## src/rtl/prng_arbiter.sv

```systemverilog
// prng_arbiter: round-robin sharing of one xor_prng among NUM_REQ requesters.
// The granted requester receives BURST_LEN random words over valid/ready.
// The PRNG is enabled only on accepted beats, so each word is delivered once.
// Optional macro PRNG_ARB_STATS_EN adds a saturating accepted-beat counter.
module prng_arbiter #(
  parameter int NUM_REQ   = 4,
  parameter int RAND_W    = 12,
  parameter int BURST_LEN = 2
) (
  input  logic               clk,
  input  logic               rst_n,
  input  logic [NUM_REQ-1:0] req,
  input  logic [NUM_REQ-1:0] rand_ready,
  output logic [NUM_REQ-1:0] grant,
  output logic [NUM_REQ-1:0] rand_valid,
  output logic [RAND_W-1:0]  rand_data,
  output logic [NUM_REQ-1:0] done,
  output logic               prng_enable,
  input  logic [RAND_W-1:0]  prng_rand,
  output logic [31:0]        stat_beats
);

  localparam int               PTR_W     = $clog2(NUM_REQ);
  localparam logic [7:0]       LAST_BEAT = 8'(BURST_LEN - 1);
  localparam logic [PTR_W-1:0] PTR_RST   = PTR_W'(NUM_REQ - 1);
  localparam logic [PTR_W:0]   NREQ_EXT  = (PTR_W+1)'(NUM_REQ);

  typedef enum logic {S_IDLE, S_BURST} state_t;

  state_t             r_state, w_state_nxt;
  logic [NUM_REQ-1:0] r_grant, w_grant_nxt;
  logic [NUM_REQ-1:0] r_done, w_done_nxt;
  logic [PTR_W-1:0]   r_ptr, w_ptr_nxt;
  logic [7:0]         r_cnt, w_cnt_nxt;

  logic [NUM_REQ-1:0] w_elig;
  logic [NUM_REQ-1:0] w_hold;
  logic               w_active;
  logic               w_beat;
  logic               w_found;
  logic [PTR_W-1:0]   w_winner;
  logic [PTR_W:0]     w_idx;

  // A requester being told it is done this cycle must not be re-granted at once.
  assign w_elig   = req & ~r_done;
  // Winner still requesting; a withdrawn request blocks the beat and the PRNG.
  assign w_hold   = r_grant & req;
  assign w_active = |w_hold;
  assign w_beat   = (r_state == S_BURST) && (|(w_hold & rand_ready));

  assign grant       = r_grant;
  assign rand_valid  = r_grant;
  assign done        = r_done;
  assign rand_data   = prng_rand;
  assign prng_enable = w_beat;

  // Round-robin search: first eligible requester after the last winner, with wrap.
  always_comb begin
    w_found  = 1'b0;
    w_winner = r_ptr;
    w_idx    = '0;
    for (int k = 1; k <= NUM_REQ; k++) begin
      w_idx = {1'b0, r_ptr} + (PTR_W+1)'(k);
      if (w_idx >= NREQ_EXT) w_idx = w_idx - NREQ_EXT;
      if (!w_found && w_elig[w_idx[PTR_W-1:0]]) begin
        w_found  = 1'b1;
        w_winner = w_idx[PTR_W-1:0];
      end
    end
  end

  // Next-state logic: grant in IDLE, count beats / handle withdrawal in BURST.
  always_comb begin
    w_state_nxt = r_state;
    w_grant_nxt = r_grant;
    w_ptr_nxt   = r_ptr;
    w_cnt_nxt   = r_cnt;
    w_done_nxt  = '0;
    case (r_state)
      S_IDLE: begin
        if (w_found) begin
          w_state_nxt           = S_BURST;
          w_grant_nxt           = '0;
          w_grant_nxt[w_winner] = 1'b1;
          w_ptr_nxt             = w_winner;
          w_cnt_nxt             = '0;
        end
      end
      S_BURST: begin
        if (!w_active) begin
          w_state_nxt = S_IDLE;
          w_grant_nxt = '0;
        end else if (w_beat) begin
          if (r_cnt == LAST_BEAT) begin
            w_state_nxt = S_IDLE;
            w_grant_nxt = '0;
            w_done_nxt  = r_grant;
          end else begin
            w_cnt_nxt = r_cnt + 8'd1;
          end
        end
      end
      default: begin
        w_state_nxt = S_IDLE;
        w_grant_nxt = '0;
      end
    endcase
  end

  // State register; reset discards any burst in flight without a done pulse.
  always_ff @(posedge clk or negedge rst_n) begin
    if (!rst_n) begin
      r_state <= S_IDLE;
      r_grant <= '0;
      r_done  <= '0;
      r_ptr   <= PTR_RST;
      r_cnt   <= '0;
    end else begin
      r_state <= w_state_nxt;
      r_grant <= w_grant_nxt;
      r_done  <= w_done_nxt;
      r_ptr   <= w_ptr_nxt;
      r_cnt   <= w_cnt_nxt;
    end
  end

`ifdef PRNG_ARB_STATS_EN
  logic [31:0] r_stat;

  // Saturating count of accepted beats, cleared only by reset.
  always_ff @(posedge clk or negedge rst_n) begin
    if (!rst_n) begin
      r_stat <= '0;
    end else if (w_beat && (r_stat != 32'hFFFF_FFFF)) begin
      r_stat <= r_stat + 32'd1;
    end
  end

  assign stat_beats = r_stat;
`else
  assign stat_beats = 32'd0;
`endif

endmodule

```

## config.mk

```make
export PLATFORM = sky130hd
export DESIGN_NAME = prng_arbiter
export DESIGN_NICKNAME = d
export VERILOG_FILES = /design/src/rtl/prng_arbiter.sv
export SDC_FILE = /design/constraint.sdc
export NUM_CORES = 1
export LEC_CHECK = 0
export CORE_MARGIN = 2
export CORE_UTILIZATION = 40
export CTS_CLUSTER_SIZE = 8
export DETAILED_ROUTE_END_ITERATION = 10
export GPL_TIMING_DRIVEN = 0
export HOLD_SLACK_MARGIN = 0.15
export PLACE_DENSITY = 0.94
export SETUP_SLACK_MARGIN = 0.5
export SKIP_CTS_REPAIR_TIMING = 1
export SKIP_LAST_GASP = 1
export SYNTH_ARGS = -nofsm -noshare
export SYNTH_HDL_FRONTEND = slang
export SYNTH_SLANG_ARGS = --single-unit
```

## constraint.sdc

```tcl
create_clock -name clk -period 3.9 [get_ports clk]
set_clock_uncertainty 0.15 [all_clocks]
set_input_delay 0.39 -clock clk [delete_from_list [all_inputs] [get_ports clk]]
set_output_delay 0.39 -clock clk [all_outputs]
set_load 0.02 [all_outputs]
```

# Word level (Yosys, flattened, before mapping)
# Index checks and enable logic that the tools add are counted.
classes:
  order_cmp: 10
  muxes: 41
  addsub: 9
  eq_ne: 7
  reduce_logical: 13
  n_bitwise: 5
op_table:
  columns: ["op", "n"]
  rows:
  - ["2-to-1 mux 4 bit", 8]
  - ["2-to-1 mux 8 bit", 4]
  - ["2-to-1 mux 2 bit", 8]
  - ["one-hot mux 8 bit (2 select lines)", 1]
  - ["< comparator 2 x 3 -> 1 bit, second input constant", 5]
  - ["2-to-1 mux 1 bit", 13]
  - ["AND 4 bit", 3]
  - ["greater-or-equal comparator 3 bit, second input constant", 4]
  - ["adder 8 x 1 -> 8 bit, second input constant", 1]
  - ["binary-select mux 1 bit (select 2 bit)", 4]
  - ["== test 8 x 1 -> 1 bit, second input constant", 1]
  - ["one-hot mux 4 bit (2 select lines)", 1]
  - ["OR reduction 4 bit", 2]
  - ["subtractor 2 x 1 -> 2 bit, second input constant", 4]
  - ["adder 2 x 2 -> 3 bit, second input constant", 2]
  - ["inequality test 2 bit, second input constant", 3]
  - ["logical AND 1 bit", 5]
  - ["NOT 4 bit", 1]
  - ["AND reduction 4 bit", 1]
  - ["adder 2 x 1 -> 3 bit, second input constant", 1]
  - ["adder 2 x 3 -> 3 bit, second input constant", 1]
  - ["zero test 1 bit", 3]
  - ["inequality test 3 x 2 -> 1 bit, second input constant", 1]
  - ["inequality test 3 bit, second input constant", 1]
  - ["other kinds (7)", 7]
totals:
  ff_bits: 19
  out_inout_bits: 57
  elab_cells: 90

# Logic depth before layout (Yosys ltp)
# Gate-level depths: netlist of run 1.
depth:
  ltp_word: 21
  ltp_mapped: 7
  ltp_nobuf: 7

# Worst setup path after synthesis of run 1
# No wires, ideal clock.
synth_path:
  path_type: "reg2reg"
  startpoint: "reg r_grant[1] (netlist: grant[1])"
  endpoint: "reg r_grant[0] (netlist: grant[0])"
  required_time_ns: 3.629
  n_path_buf: 0
  period_less_slack_ns: 1.755
  t_arrival_ns: 1.484
  setup_ns: 0.121
  slack_ns: 2.145
  stages_incl_launch_ff: 5
  cell_sequence: "dfrtp_1 -> nand3_2 -> a41oi_4 -> a22oi_2 -> a22o_1"
synth_via:
  elab_chain_len: 6
synth_rtl:
  columns: ["item", "line_no", "text"]
  rows:
  - ["from (decl)", "31", "logic [NUM_REQ-1:0] r_grant, w_grant_nxt;"]
  - ["from (signal assigned)", "120", "r_grant <= w_grant_nxt;"]
  - ["AND 4 bit", "47", "assign w_hold = r_grant & req;"]
  - ["AND 4 bit", "49", "assign w_beat = (r_state == S_BURST) && (|(w_hold & rand_ready));"]
  - ["OR reduction 4 bit", "49", null]
  - ["logical AND 1 bit", "49", null]
  - ["named net prng_enable", "18", "output logic prng_enable,"]
  - ["inequality test 3 bit (no line)", null, null]
  - ["AND reduction 3 bit (no line)", null, null]
# The timed path passes the listed nets, and every way through them passes these cells.
# A chain may end at the register's enable or synchronous reset.

# Worst setup path after layout of run 1
layout_path:
  startpoint: "in req[1]"
  endpoint: "out prng_enable"
layout_via:
  elab_chain_len: 4
layout_rtl:
  columns: ["item", "line_no", "text"]
  rows:
  - ["from (decl)", "12", "input logic [NUM_REQ-1:0] req,"]
  - ["AND 4 bit", "47", null]
  - ["AND 4 bit", "49", null]
  - ["OR reduction 4 bit", "49", null]
  - ["logical AND 1 bit", "49", null]
  - ["to (decl)", "18", null]
# No other way between the ends.

==> summary.md, run 1 <==
| Metric | Value |
|---|---|
| CP delay by family, top | buffers and inverters |
| CTS max path bufs | 2 |
| Root buf cell | clkbuf_4 |
| Crit-path cells | clkdlybuf4s50_1 > nand3_2 > a41oi_4 > clkdlybuf4s50_1 |
| Vias in the first global route | 1055 |
| Most frequent cell on the critical path | clkdlybuf4s50_1 |
| Setup WS pre-CTS | 1.226 ns |
| Fmax achieved | 0.3735 GHz |
| Worst IR Drop VDD | 0.0002986 V |
| Die W | 63.74 µm |
| Largest net degree at the start of global routing | 20 |
| Top sig layer | met4 |
| Hold Crit Class | flop to flop |
| Area Overhead vs Synth | 37.86% |
| Cell depth of the worst setup path | 4 |
| Fin. max-slew vios | 0 |
| Initial antenna violation count | 0 |
| Synth Register Bits | 19 |
| Die Area | 0.004063 mm² |
| Critical path required time | 3.36 ns |
| Most numerous cell in the Yosys netlist | buf_4 |
| DR WL/cell | 10.31 µm |
| Routed Antenna Nets | 0 |
| Synth Instances | 152 |
| # diodes | 0 |
| EDFF count, synth | 0 |
| Avg Synthesized Cell Area | 9.392 µm² |
| Final worst-path cycle share | 68.65% |
| Crit. End Element | output port |
| Gp weighted congestion | 0.8672 |
| Outcome | completed |
| H-tree lvl count | 1 |
| Worst-Skew Late Latency | 0.29 ns |
| Core Box Area | 0.003390 mm² |
| Gr usage total | 13.67% |
| Post-synth top area cell | dfrtp_1 |
| First-pass GRT wire length | 4422 µm |
| Post-synth ARST share | 100.0% |
| Setup_tns | 0 ns |
| Critical path buffers and inverters | 2 |
| Initial DRC count | 33 |
| Synth top area share | 29.80% |
| Fill cells | 287 |
| Fraction of layout cells with a size suffix above 1 | 28.51% |
| Num rows | 21 |
| Nature of the critical path startpoint | input port |
| IO Count | 79 |
| Final setup fails | 0 |
| TritonRoute pass-1 iters | 4 |
| Synth top area cells | dfrtp_1 30%, buf_4 25%, dfstp_2 3.7%, nand2_1 3.4%, xor2_1 3.1% |
| Remaining DRCs | 0 |
| Worst hold path depth | 2 |
| Via-to-Cell Ratio | 4.322 |
| Post-synth top flop | dfrtp_1 |
| RSZ-0062 raised after global routing | no |
| CP Class | input port to output port |
| Dpl hpwl | 2227 µm |
| Fin area | 0.001968 mm² |
| Clock sinks | 19 |
| Initial core utilization | 42.12% |
| Total Nets Final | 246 |
| Clk slew on worst S/H paths | 0.10 ns |
| Crit path max fanout | 10 |
| Cts bufs inserted | 3 |
| Placed Area | 0.001942 mm² |
| Die H | 63.74 µm |
| P_leak | 1.006 nW |
| Synthesis Warnings | 0 |
| Met3 routed WL | 213 µm |
| Max-slew headroom | 44.82% |
| Post-Route M1 WL | 1100 µm |
| Vias | 1154 |
| Mapped Area | 0.001428 mm² |
| Max Cap Violations | 0 |
| CTS tree | done |
| Hold Violations, Final | 0 |
| Post-route setup slack | 1.223 ns |
| Power Density | 442.0 mW/mm² |
| DR WL met2 | 1387 µm |
| Worst-Margin Slew | 0.8252 ns |
| Top cells by count, synth | 48 x buf_4, 17 x dfrtp_1, 13 x nand2_1, 9 x nor2_1 |
| DRT Wirelength | 2754 µm |
| Max stage delay on crit path | 0.68 ns |
| Critical path arrival | 2.14 ns |
| Reg2reg path depth | 4 |
| Seq/Total Area, Yosys | 33.48% |
| Critical path's slowest cell | clkdlybuf4s50_1 |
| Count of different cell masters after synthesis | 34 |
| Min Tclk post-route | 2.677 ns |
| I/O Buffers | 34 |
| Remaining global-route overflow | 0 |
==> through the flow <==
step / total power [mW] / utilization [%] / cells / hold WS [ns]
6_report: 0.8699 / 58.07 / 267 / 0.3438
5_1_grt: 0.9246 / 58.07 / 267 / 0.3573
4_1_cts: 0.8682 / 58.07 / 267 / 0.3429
3_5_place_dp: 0.7697 / 57.29 / 263 / 0.3257
3_3_place_gp: 0.7603 / 57.29 / 263 / 0.3230
2_1_floorplan: 0.6109 / - / 183 / -0.05559
==> final cells by class <==
cell class | count | area [µm²] | share of cell area (%)
Buffer | 49 | 371.6 | 18.88
Timing Repair Buffer | 34 | 340.3 | 17.29
Inverter | 3 | 11.26 | 0.5722
Tap cell | 46 | 57.56 | 2.924
Clock buffer | 4 | 26.28 | 1.335
Sequential cell | 19 | 478.0 | 24.28
Multi-Input combinational cell | 112 | 683.2 | 34.71
==> final timing paths <==
check / startpoint / to / slack (ns)
worst max-delay path: req[1] / prng_enable / 1.22
worst min-delay path: r_ptr[1] / r_ptr[1] / 0.34
worst min register to register: r_ptr[1] / r_ptr[1] / 0.34
min in group asynchronous: rst_n / done[3] / 0.41
max in group asynchronous: rst_n / r_cnt[4] / 2.68
worst max register to register: grant[3] / grant[1] / 2.22
==> placed cells by master (no fill, tap or decap), types with 3 or more instances in the layout <==
cell / netlist / layout
nand2_1: 13 / 13
o21ai_1: 3 / 3
and2_1: 4 / 4
mux2i_1: 3 / 3
nor2_1: 9 / 9
dfrtp_1: 17 / 17
nand3_1: 5 / 5
conb_1: 1 / 32
nand2b_1: 3 / 3
clkdlybuf4s50_1: 0 / 34
nor2b_4: 3 / 3
nand4_1: 4 / 4
buf_4: 48 / 48
inv_1: 3 / 3
xor2_1: 5 / 5
and3_1: 5 / 5
clkbuf_4: 0 / 3
==> per-layer routing <==
layer,vias to the layer above,GRT usage [%]
li1,574,-
met1,507,15.75
met2,67,24.47
met3,6,2.465
met4,0,6.250
met5,-,0
==> sequential cells by signal (all words and copies together), names as in the netlist <==
register	cells
r_cnt	8
r_ptr	2
r_state	1
grant	4
done	4
==> cells by family after synthesis <==
logic type,after synthesis,share of synthesized area [%]
muxes,3,2.104
xor gates and xnor gates,5,3.067
AOI/OAI and AO/OA,16,9.816
other,1,0.2627
DFF,19,33.48
buffers and inverters,52,26.82
and+or+nand+nor,54,22.70
adders and majority gates,2,1.753
==> worst min-delay path, stage by stage, from the launching register on <==
cell and delay (ns):
dfstp_2 0.40, nand2_1 0.05, nand2_1 0.04
==> power by group <==
group	internal (mW)	switching, mW
sequential	0.245	0.0567
clock	0.0398	0.0593
combinational	0.225	0.245
Note: power is estimated with default switching activity, not from simulation.
==> run 2, diff against run 1 <==
--- a/config.mk
+++ b/config.mk
@@ -6,12 +6,12 @@
 export NUM_CORES = 1
 export LEC_CHECK = 0
 export CORE_MARGIN = 2
-export CORE_UTILIZATION = 40
+export CORE_UTILIZATION = 39
 export CTS_CLUSTER_SIZE = 8
 export DETAILED_ROUTE_END_ITERATION = 10
 export GPL_TIMING_DRIVEN = 0
 export HOLD_SLACK_MARGIN = 0.15
-export PLACE_DENSITY = 0.94
+export PLACE_DENSITY = 0.92
 export SETUP_SLACK_MARGIN = 0.5
 export SKIP_CTS_REPAIR_TIMING = 1
 export SKIP_LAST_GASP = 1
==> constraint.sdc (replaced) <==
create_clock -name clk -period 2.7 [get_ports clk]
set_clock_uncertainty 0.15 [all_clocks]
set_input_delay 0.27 -clock clk [delete_from_list [all_inputs] [get_ports clk]]
set_output_delay 0.27 -clock clk [all_outputs]
set_load 0.02 [all_outputs]
==> run 2 against run 1 <==
Compared with the run above:
- register-to-register slack got worse by 1.2 ns
- highest routed layer unchanged
- setup slack got worse by 0.58 ns
- critical path type unchanged
- via count rose by 1.8%
- first-iteration DRC count rose by 130%
==> summary.md, run 2 (synthesized netlist as in run 1, its figures left out) <==
| Metric | Value |
|---|---|
| Vias in the first global route | 1047 |
| # diodes | 0 |
| Die H | 64.50 µm |
| IO Count | 79 |
| Critical path required time | 2.28 ns |
| Setup_tns | 0 ns |
| Final setup fails | 0 |
| Crit-path cells | clkdlybuf4s50_1 > nand3_2 > a41oi_4 > dlymetal6s2s_1 |
| Dpl hpwl | 2363 µm |
| Fin. max-slew vios | 0 |
| Gr usage total | 13.81% |
| Fin area | 0.001971 mm² |
| First-pass GRT wire length | 4560 µm |
| Reg-to-reg critical path startpoint | grant[3] |
| Worst-Margin Slew | 0.8397 ns |
| Clock sinks | 19 |
| TritonRoute pass-1 iters | 4 |
| Max-slew headroom | 43.85% |
| Fraction of layout cells with a size suffix above 1 | 28.51% |
| FF-to-FF setup slack | 0.99 ns |
| Critical path's slowest cell | clkdlybuf4s50_1 |
| Most common cell after layout, fill and taps aside | buf_4 |
| Reg with most FFs | r_cnt |
| RSZ-0062 raised after global routing | no |
| Initial core utilization | 41.79% |
| Largest net degree at the start of global routing | 20 |
| Total Nets Final | 246 |
| H-tree lvl count | 1 |
| I/O Buffers | 34 |
| CTS max path bufs | 2 |
| Crit. End Element | output port |
| Fmax achieved | 0.4870 GHz |
| Initial antenna violation count | 0 |
| Worst-Skew Late Latency | 0.30 ns |
| Reg2reg path depth | 4 |
| Vias | 1175 |
| Nature of the critical path startpoint | input port |
| Hold Violations, Final | 0 |
| Crit path max fanout | 10 |
| Root buf cell | clkbuf_4 |
| Power Density | 639.1 mW/mm² |
| Placed Area | 0.001942 mm² |
| R2r endpoint | grant[1] |
| CTS tree | done |
| Via-to-Cell Ratio | 4.401 |
| Clk slew on worst S/H paths | 0.10 ns |
| Remaining global-route overflow | 0 |
| Die W | 64.50 µm |
| Critical path arrival | 1.63 ns |
| Num rows | 21 |
| Max Cap Violations | 0 |
| Die Area | 0.004160 mm² |
| Most frequent cells in the layout | 48 x buf_4, 33 x clkdlybuf4s50_1, 32 x conb_1 |
| Remaining DRCs | 0 |
| Largest register FFs | 8 |
| Outcome | completed |
| Core Box Area | 0.003416 mm² |
| Min Tclk post-route | 2.054 ns |
| DRT Wirelength | 2941 µm |
| Worst IR Drop VDD | 0.0003680 V |
| Hold_ws | 0.2906 ns |
| Area Overhead vs Synth | 38.04% |
| DR WL/cell | 11.01 µm |
| P_leak | 1.023 nW |
| Final worst-path cycle share | 76.06% |
| Initial DRC count | 77 |
| Hold Crit Class | input port to asynchronous set/reset pin |
| Cts bufs inserted | 3 |
| CP Class | input port to output port |
| Routed Antenna Nets | 0 |
| Gp weighted congestion | 0.8158 |
| Max stage delay on crit path | 0.55 ns |
run 2: stage by stage:
stage          setup WS, ns  power, mW  utilization (%)  instances
3_3_place_gp         0.2653      1.098            56.85        263
2_1_floorplan        0.9448     0.8824                -        183
6_report             0.6464      1.259            57.69        267
5_1_grt              0.5942      1.328            57.69        267
4_1_cts              0.2498      1.257            57.62        267
3_5_place_dp         0.2573      1.113            56.85        263
run 2: worst max-delay path: cells and delay by family:
kind	cells	cell delay (ns)
AOI/OAI and AO/OA	1	0.40
buffers and inverters	2	0.83
and+or+nand+nor	1	0.13
run 2: worst max-delay path by stage:
stage	startpoint	endpoint	slack, ns	cells past startpoint
2_1_floorplan	grant[1]	grant[0]	0.94	4
3_3_place_gp	req[1]	prng_enable	0.27	4
3_5_place_dp	req[1]	prng_enable	0.26	4
4_1_cts	req[1]	prng_enable	0.25	4
5_1_grt	req[1]	prng_enable	0.59	4
6_report	req[1]	prng_enable	0.65	4
run 2: power breakdown:
group / internal [mW] / leakage (nW) / switching (mW) / total, mW
Sequential: 0.354 / 0.253 / 0.0813 / 0.435
Combinational: 0.324 / 0.755 / 0.358 / 0.681
Clock: 0.0577 / 0.0150 / 0.0854 / 0.143
run 2: metal layers:
| layer | vias up | routed length (µm) | global-route usage (%) |
|---|---|---|---|
| met2 | 71 | 1532 | 26.30 |
| li1 | 575 | - | - |
| met3 | 5 | 238 | 0.6944 |
| met4 | 0 | 55 | 6.915 |
| met1 | 524 | 1114 | 15.49 |
| met5 | - | 0 | 0 |
run 2: cell type report:
type                            count  area [µm²]
Buffer                             49       371.6
Clock buffer                        4       26.28
Fill cell                         318        1445
Inverter                            3       11.26
Multi-Input combinational cell    112       683.2
Sequential cell                    19       478.0
Tap cell                           46       57.56
Timing Repair Buffer               34       342.8
